$ cat src/rtl/store_pulse_gen_pkg.sv
// Shared definitions for the push-button store strobe generator: FSM state
// encoding, default debounce/count sizing and small helper functions used by
// the generator and by board-level tops that instantiate it.
package store_pulse_gen_pkg;

  // Default number of consecutive stable synchronized samples to accept a level change.
  localparam int unsigned DEBOUNCE_CYCLES_DEFAULT = 32'd4;

  // Default width of the accepted-press counter.
  localparam int unsigned COUNT_WIDTH_DEFAULT = 32'd8;

  // Debounce FSM states; held is asserted in the two upper states.
  typedef enum logic [1:0] {
    ST_IDLE         = 2'd0,
    ST_PRESS_WAIT   = 2'd1,
    ST_PRESSED      = 2'd2,
    ST_RELEASE_WAIT = 2'd3
  } btn_state_e;

  // Width of the debounce counter: just enough bits to hold DEBOUNCE_CYCLES-1.
  function automatic int unsigned debounce_cnt_width(input int unsigned cycles);
    int unsigned w;
    w = $clog2(cycles);
    if (w < 32'd1) begin
      w = 32'd1;
    end else begin
      w = w;
    end
    return w;
  endfunction

  // The debounced level is high once a press has been accepted and until the
  // release has been confirmed.
  function automatic logic state_is_held(input btn_state_e st);
    logic h;
    case (st)
      ST_PRESSED:      h = 1'b1;
      ST_RELEASE_WAIT: h = 1'b1;
      ST_IDLE:         h = 1'b0;
      ST_PRESS_WAIT:   h = 1'b0;
      default:         h = 1'b0;
    endcase
    return h;
  endfunction

endpackage

$ cat src/rtl/store_pulse_gen_sync_2ff.sv
// Two-flop synchronizer for asynchronous level inputs (push buttons, slide
// switches). The first stage may go metastable; only the second stage output
// is to be used by downstream logic.
module sync_2ff #(
  parameter int unsigned WIDTH = 32'd1
) (
  input  logic             clk,
  input  logic             reset,
  input  logic [WIDTH-1:0] d_i,
  output logic [WIDTH-1:0] q_o
);

  logic [WIDTH-1:0] s1_q;
  logic [WIDTH-1:0] s2_q;

  // Two back-to-back sampling stages, cleared by the synchronous reset.
  always_ff @(posedge clk) begin
    if (reset) begin
      s1_q <= {WIDTH{1'b0}};
      s2_q <= {WIDTH{1'b0}};
    end else begin
      s1_q <= d_i;
      s2_q <= s1_q;
    end
  end

  assign q_o = s2_q;

endmodule

$ cat src/rtl/store_pulse_gen.sv
// Push-button store strobe generator. The raw button level is synchronized,
// debounced by a four-state FSM with a shared sample counter, and turned into
// a single-cycle store strobe per accepted press. The debounced level and a
// wrapping count of accepted presses are also exported. All outputs are
// registered; the raw input only reaches the synchronizer.
module store_pulse_gen
  import store_pulse_gen_pkg::*;
#(
  parameter int unsigned DEBOUNCE_CYCLES = DEBOUNCE_CYCLES_DEFAULT,
  parameter int unsigned COUNT_WIDTH     = COUNT_WIDTH_DEFAULT
) (
  input  logic                   clk,
  input  logic                   reset,
  input  logic                   btn_raw,
  output logic                   store,
  output logic                   held,
  output logic [COUNT_WIDTH-1:0] press_count
);

  localparam int unsigned CNT_W = debounce_cnt_width(DEBOUNCE_CYCLES);

  // Last counter value before the level change is accepted; the counter
  // starts at 1 on the first differing sample, so DEBOUNCE_CYCLES-1 marks
  // that the current sample is the DEBOUNCE_CYCLES-th consecutive one.
  localparam logic [CNT_W-1:0] CNT_MAX  = CNT_W'(DEBOUNCE_CYCLES - 32'd1);
  localparam logic [CNT_W-1:0] CNT_ONE  = CNT_W'(1'b1);
  localparam logic [CNT_W-1:0] CNT_ZERO = {CNT_W{1'b0}};

  localparam logic [COUNT_WIDTH-1:0] PRESS_ONE  = COUNT_WIDTH'(1'b1);
  localparam logic [COUNT_WIDTH-1:0] PRESS_ZERO = {COUNT_WIDTH{1'b0}};

  logic                   btn_sync_s;

  btn_state_e             state_q;
  btn_state_e             state_d;
  logic [CNT_W-1:0]       cnt_q;
  logic [CNT_W-1:0]       cnt_d;
  logic                   store_q;
  logic                   store_d;
  logic                   held_q;
  logic                   held_d;
  logic [COUNT_WIDTH-1:0] count_q;
  logic [COUNT_WIDTH-1:0] count_d;

  sync_2ff #(
    .WIDTH (32'd1)
  ) u_sync (
    .clk   (clk),
    .reset (reset),
    .d_i   (btn_raw),
    .q_o   (btn_sync_s)
  );

  // Debounce FSM next state and counter; the >= compare keeps the counter
  // from ever running past CNT_MAX even from a corrupted value.
  always_comb begin
    state_d = state_q;
    cnt_d   = cnt_q;
    case (state_q)
      ST_IDLE: begin
        if (btn_sync_s) begin
          state_d = ST_PRESS_WAIT;
          cnt_d   = CNT_ONE;
        end else begin
          state_d = ST_IDLE;
          cnt_d   = CNT_ZERO;
        end
      end
      ST_PRESS_WAIT: begin
        if (btn_sync_s) begin
          if (cnt_q >= CNT_MAX) begin
            state_d = ST_PRESSED;
            cnt_d   = CNT_ZERO;
          end else begin
            state_d = ST_PRESS_WAIT;
            cnt_d   = cnt_q + CNT_ONE;
          end
        end else begin
          state_d = ST_IDLE;
          cnt_d   = CNT_ZERO;
        end
      end
      ST_PRESSED: begin
        if (!btn_sync_s) begin
          state_d = ST_RELEASE_WAIT;
          cnt_d   = CNT_ONE;
        end else begin
          state_d = ST_PRESSED;
          cnt_d   = CNT_ZERO;
        end
      end
      ST_RELEASE_WAIT: begin
        if (!btn_sync_s) begin
          if (cnt_q >= CNT_MAX) begin
            state_d = ST_IDLE;
            cnt_d   = CNT_ZERO;
          end else begin
            state_d = ST_RELEASE_WAIT;
            cnt_d   = cnt_q + CNT_ONE;
          end
        end else begin
          // Bounce during release: back to pressed without a new strobe.
          state_d = ST_PRESSED;
          cnt_d   = CNT_ZERO;
        end
      end
      default: begin
        state_d = ST_IDLE;
        cnt_d   = CNT_ZERO;
      end
    endcase
  end

  // Output next values: strobe only on an accepted press, level follows the
  // next state, count steps together with the strobe.
  always_comb begin
    store_d = 1'b0;
    held_d  = 1'b0;
    count_d = count_q;
    if ((state_q == ST_PRESS_WAIT) && (state_d == ST_PRESSED)) begin
      store_d = 1'b1;
      count_d = count_q + PRESS_ONE;
    end else begin
      store_d = 1'b0;
      count_d = count_q;
    end
    held_d = state_is_held(state_d);
  end

  // State, counter and output registers; reset overrides any in-flight
  // debounce or pending strobe.
  always_ff @(posedge clk) begin
    if (reset) begin
      state_q <= ST_IDLE;
      cnt_q   <= CNT_ZERO;
      store_q <= 1'b0;
      held_q  <= 1'b0;
      count_q <= PRESS_ZERO;
    end else begin
      state_q <= state_d;
      cnt_q   <= cnt_d;
      store_q <= store_d;
      held_q  <= held_d;
      count_q <= count_d;
    end
  end

  assign store       = store_q;
  assign held        = held_q;
  assign press_count = count_q;

endmodule
$ cat config.mk
export PLATFORM = sky130hd
export DESIGN_NAME = store_pulse_gen
export DESIGN_NICKNAME = d
export VERILOG_FILES = /design/src/rtl/store_pulse_gen_pkg.sv /design/src/rtl/store_pulse_gen_sync_2ff.sv /design/src/rtl/store_pulse_gen.sv
export SDC_FILE = /design/constraint.sdc
export NUM_CORES = 1
export LEC_CHECK = 0
export ABC_AREA = 1
export BUFFER_PORTS_ARGS = -buffer_cell sky130_fd_sc_hd__buf_4
export CAP_MARGIN = 20
export CORE_UTILIZATION = 50
export DETAILED_ROUTE_END_ITERATION = 16
export HOLD_SLACK_MARGIN = 0.08
export PLACE_DENSITY = 0.83
export SLEW_MARGIN = 20
export SYNTH_ARGS = -nofsm -noshare
export SYNTH_HDL_FRONTEND = slang
export SYNTH_SLANG_ARGS = --single-unit
$ cat constraint.sdc
create_clock -name clk -period 1.7 [get_ports clk]
set_input_delay 0.51 -clock clk [delete_from_list [all_inputs] [get_ports clk]]
set_output_delay 0.51 -clock clk [all_outputs]
set_load 0.02 [all_outputs]
Yosys cells after proc, flatten, opt, wreduce, memory -nomap -nowiden
Index checks and enable logic that the tools add are counted.
Widths: inputs -> output; s select.
{"block": "totals", "reg_bits": 16, "in_bits": 3, "out_inout_bits": 10, "word_cells": 35}
{"block": "op_classes", "addsub": 2, "order_cmp": 1, "eq_ne": 6, "n_mux": 14, "reduce_logical": 5}
{"operator": "$pmux 2 s4", "count": 2}
{"operator": "$mux 2", "count": 7}
{"operator": "$add 8x1->8 const B", "count": 1}
{"operator": "$eq 2x2->1 const B", "count": 4}
{"operator": "$eq 2x1->1 const B", "count": 2}
{"operator": "$logic_not 2->1", "count": 2}
{"operator": "$mux 1", "count": 4}
{"operator": "$reduce_or 2->1", "count": 2}
{"operator": "$add 2x1->2 const B", "count": 1}
{"operator": "$ge 2x2->1 const B", "count": 1}
{"operator": "$pmux 1 s2", "count": 1}
{"operator": "$logic_and 1x1->1", "count": 1}

Longest topological paths before layout
{"block": "depth", "depth_word": 7, "depth_mapped": 8, "depth_no_buf": 7}

Hierarchy
From an unflattened synthesis, not the netlist that was laid out.
{"block": "hier_totals", "hier_cells": 88, "area_unflattened_um2": 683.2}
{"module": "store_pulse_gen", "instances": 1, "cells_each": 82, "area_per_inst_um2": 628.1, "seq_area_each_um2": 260.2}
{"module": "sync_2ff", "instances": 1, "cells_each": 6, "area_per_inst_um2": 55.1, "seq_area_each_um2": 40.0}

Least setup slack after synthesis
OpenSTA, ideal clock, no wires.
{"block": "synth_timing", "path_kind": "register to register", "startpoint": "register count_q[0], in the netlist press_count[0]", "endpoint": "register count_q[6], in the netlist press_count[6]", "setup_ps": 114, "arrival_time_ps": 1125, "t_required_ps": 1586, "path_slack_ps": 461, "stages_incl_launch_ff": 7, "path_buffers": 0, "period_less_slack_ps": 1239, "cell_sequence": "dfxtp_1 -> ha_1 -> nand2_1 -> nor3_1 -> nand3_1 -> nand2_1 -> nor2_1"}
{"block": "synth_between", "elab_chain_cells": 1}
{"element": "start, declared", "line_no": "store_pulse_gen.sv:42", "text": "logic [COUNT_WIDTH-1:0] count_q;"}
{"element": "start signal, assigned", "line_no": "store_pulse_gen.sv:144", "text": "count_q <= count_d;"}
{"element": "$add 8x1->8", "line_no": "store_pulse_gen.sv:122", "text": "count_d = count_q + PRESS_ONE;"}
No other way between the ends.
A chain may end at the register's enable or synchronous reset.

Worst setup path in the final report
{"block": "layout_timing", "startpoint": "register cnt_q[0]", "endpoint": "register count_q[6], in the netlist press_count[6]"}
{"block": "layout_between", "elab_chain_cells": 6, "word_cells_on_any_way": 8, "cone_classes": "order compare: 1; eq/ne: 1; mux: 5; reduce/logical: 1"}
{"element": "start, declared", "line_no": "store_pulse_gen.sv:36", "text": "logic [CNT_W-1:0] cnt_q;"}
{"element": "start signal, assigned", "line_no": "store_pulse_gen.sv:141", "text": "cnt_q <= cnt_d;"}
{"element": "$ge 2x2->1 (*)", "line_no": "store_pulse_gen.sv:71, store_pulse_gen.sv:94"}
{"element": "$mux 2, on equally long branches", "line_no": "store_pulse_gen.sv:94, store_pulse_gen.sv:71"}
{"element": "$mux 2, on equally long branches", "line_no": "store_pulse_gen.sv:93, store_pulse_gen.sv:70"}
{"element": "$pmux 2 s4 (*)", "line_no": "store_pulse_gen.sv:59", "text": "case (state_q)"}
{"element": "$eq 2x2->1 (*)", "line_no": "store_pulse_gen.sv:120", "text": "if ((state_q == ST_PRESS_WAIT) && (state_d == ST_PRESSED)) begin"}
{"element": "$logic_and 1x1->1 (*)", "line_no": "store_pulse_gen.sv:120"}
Every way passes the cells marked *; elsewhere a longest branch is shown, timed or not.

==> metrics.md <==
| Metric | Value |
|---|---|
| Num CTS Buffers | `3` |
| Share of cells above drive strength 1 | `about a fifth` |
| Flops & latches, synth | `15` |
| Worst hold path class | `flop to flop` |
| Pins over their slew limit | `0` |
| R2r startpoint | `cnt_q[0]$_SDFF_PP0_` |
| Power consumption | `approximately 570 uW` |
| GRT overflow | `0` |
| Die width | `around 38 um` |
| Skew-Pair Late Insertion Delay | `0.28 ns` |
| Max-cap violations | `0` |
| Hold path depth | `2` |
| IO Pins | `13` |
| Crit Path Class | `flop to flop` |
| RSZ-0062 raised after global routing | `false` |
| Fin crit period | `1.49 ns` |
| Synth Instances | `82` |
| Synth area leaders | `dfxtp_1 46%, nor2_1 8.7%, nand2_1 8.1%` |
| Synth Area per Inst | `about 8 um2` |
| Post-CTS Setup Bufs | `0` |
| Cell Pwr Density | `between 700 and 800 nW/um2` |
| Initial Util | `a little under three fifths` |
| Combinational fraction of design power | `roughly 2.5%` |
| Core ar. | `1160 um2` |
| Layout overhead on the synthesized area | `20.0%` |
| Status | `complete, no violations` |
| Synth Flop Type | `dfxtp_1` |
| Post-synth net total | `between 80 and 90` |
| Fin crit share | `~87%` |
| Register-to-register setup slack | `0.21 ns` |
| Worst Hold Launch | `u_sync.s1_q$_SDFF_PP0_` |
| Final setup fails | `0` |
| Clock Tree Buf Depth | `2` |
| Initial antenna violation count | `0` |
| Worst reg2reg path endpoint | `press_count[6]$_SDFFE_PP0P_` |
| Synthesized cell area | `~650 um2` |
| Worst setup SP type | `flop` |
| Drt wl/cell | `11.5 um` |
| CTS clk-pin slew, worst paths | `roughly 0.09 ns` |
| # diodes | `0` |
| CTS Sinks | `15` |
| Die area | `between 1000 and 1500 um2` |
| Sequential power share | `62.8%` |
| Fin cells | `between 100 and 150` |
| Most common library cells after synthesis | `15 x dfxtp_1, 15 x nor2_1, 14 x nand2_1` |
| Vias post-DR | `~570` |
| Achievable frequency | `672 MHz` |
| Worst-margin pin slew | `about 0.28 ns` |
| CTS H-tree lvls | `1` |
| Nets@finish | `approximately 110` |
| R2R cell count | `7` |
| Placement Rows | `12` |
| Wire length of the first global-routing pass | `approximately 2.1 mm` |
| Maximum vdd drop | `482 uV` |
| Final Util | `approximately two thirds` |
| CP required | `~1.9 ns` |
| Cell Count Post-Placement | `108` |
| Largest net degree at the start of global routing | `9` |
| Warnings, synthesis | `0` |
| Hold Vio Cnt, Final | `0` |
| Ys async rst share | `0%` |
| Placer Congestion | `0.881` |
| Crit-path max FO | `6` |
| Final setup TNS | `0 ns` |
| Routed Antenna Nets | `0` |
| Global Route Usage Sum | `between 20% and 30%` |
| DR iter-0 viols | `19` |
| Total length of routed wires | `between 1 and 1.5 mm` |
| Slew Limit Headroom | `approximately four fifths` |
| TritonCTS clock tree | `built` |
| Yosys top cell area share | `46.2%` |
| DP Worst Slack | `just over 0.3 ns` |
| Via/cell ratio | `roughly 5` |
| Switching power total | `118 uW` |
| Clock root buffer | `clkbuf_4` |
| Top cell type by total area after synthesis | `dfxtp_1` |
| Crit path DAT | `1.71 ns` |
| IO Port Bufs | `12` |
| Clk_skew | `0.00521 ns` |
| Sw Ratio | `between 20% and 30%` |
| Vias in the first global route | `roughly 500` |
| Clock Power Share | `around a third` |
| Seq/Total Area, Yosys | `46.2%` |
| Leakage Power | `approximately 0.35 nW` |
| Worst setup EP type | `flop` |
| Power Internal | `between 400 and 500 uW` |
| Post-cts hold buffer count | `0` |
| Die height | `38.0 um` |
| Netlist cell types | `17` |
| Hold endpoint | `u_sync.q_o$_SDFF_PP0_` |
| DR pass1 iterations | `6` |
| Final worst slack | `around 0.21 ns` |
| CTS resizes | `0` |
| Post-DP HPWL | `roughly 910 um` |
| Residual DRC | `0` |
| Post-synth EDFFs | `0` |
stage by stage:
step | hold slack [ns] | instance area (um2)
after floorplan | 0.388 | 649
after global placement | 0.394 | 753
after detailed placement | 0.395 | 753
after CTS | 0.407 | 779
after global routing | 0.434 | 779
final | 0.405 | 779
layout make-up:
cell class              count  area, um2
multi-input cells          56        300
flip-flops and latches     15        300
well taps                  14       17.5
inverters                  10       37.5
fillers                   108        377
repair buffers             13       97.6
clock buffers               4       26.3
cells by family after synthesis:
kind of cell,share of synthesized area (%)
simple gates,28.1
fa+ha+maj,5.78
compound gates,9.63
xor+xnor,2.70
flops,46.2
buf+inv,7.51
sequential cells by signal, summed over array words and instances, names as in the netlist:
name,count
cnt_q,2
u_sync.q_o,1
u_sync.s1_q,1
press_count,8
state_q,2
store,1
layout by cell type (no fill, tap or decap):
| master | count |
|---|---|
| inv_1 | 10 |
| clkbuf_1 | 1 |
| a211oi_1 | 1 |
| nor2_2 | 1 |
| clkbuf_4 | 3 |
| dfxtp_1 | 15 |
| nand4_4 | 1 |
| nand3_2 | 1 |
| xor2_1 | 1 |
| nor3_1 | 3 |
| nand2_1 | 14 |
| nor2_1 | 15 |
| a21oi_1 | 7 |
| nand2_2 | 1 |
| buf_4 | 13 |
| o21ai_0 | 4 |
| xnor2_1 | 1 |
| nand3_1 | 3 |
| ha_1 | 3 |
metal layers:
layer,global-route usage [%],vias to the layer above,wire [um],part of all wire (%)
met4,14.3,0,25,1.9
li1,-,293,-,-
met5,0,-,0,0
met2,34.3,23,633,49
met3,5.23,4,55,4.3
met1,26.6,254,579,45
worst max-delay path, stage by stage, from the launching register on:
cell and delay, ns:
dfxtp_1 0.37, ha_1 0.20, nand3_2 0.09, nor2_2 0.25
inv_1 0.15, nor2_1 0.18, a21oi_1 0.10, nor2_1 0.10
worst max-delay path by stage:
stage / end / from / slack [ns]
floorplan: press_count[6]$_SDFFE_PP0P_ / press_count[0]$_SDFFE_PP0P_ / 0.46
global placement: press_count[2]$_SDFFE_PP0P_ / cnt_q[0]$_SDFF_PP0_ / 0.38
detailed placement: press_count[6]$_SDFFE_PP0P_ / cnt_q[0]$_SDFF_PP0_ / 0.31
CTS: press_count[6]$_SDFFE_PP0P_ / cnt_q[0]$_SDFF_PP0_ / 0.23
global route: press_count[6]$_SDFFE_PP0P_ / cnt_q[0]$_SDFF_PP0_ / 0.07
finish: press_count[6]$_SDFFE_PP0P_ / cnt_q[0]$_SDFF_PP0_ / 0.21
power by group through the flow:
stage               Combinational (mW)  Clock, mW  Sequential (mW)
detailed placement              0.0141          0            0.365
global placement                0.0141          0            0.365
floorplan                      0.00704          0            0.365
finish                          0.0143      0.197            0.357
global route                    0.0161      0.233            0.358
CTS                             0.0142      0.209            0.357
Power figures use the tool's default switching activity.
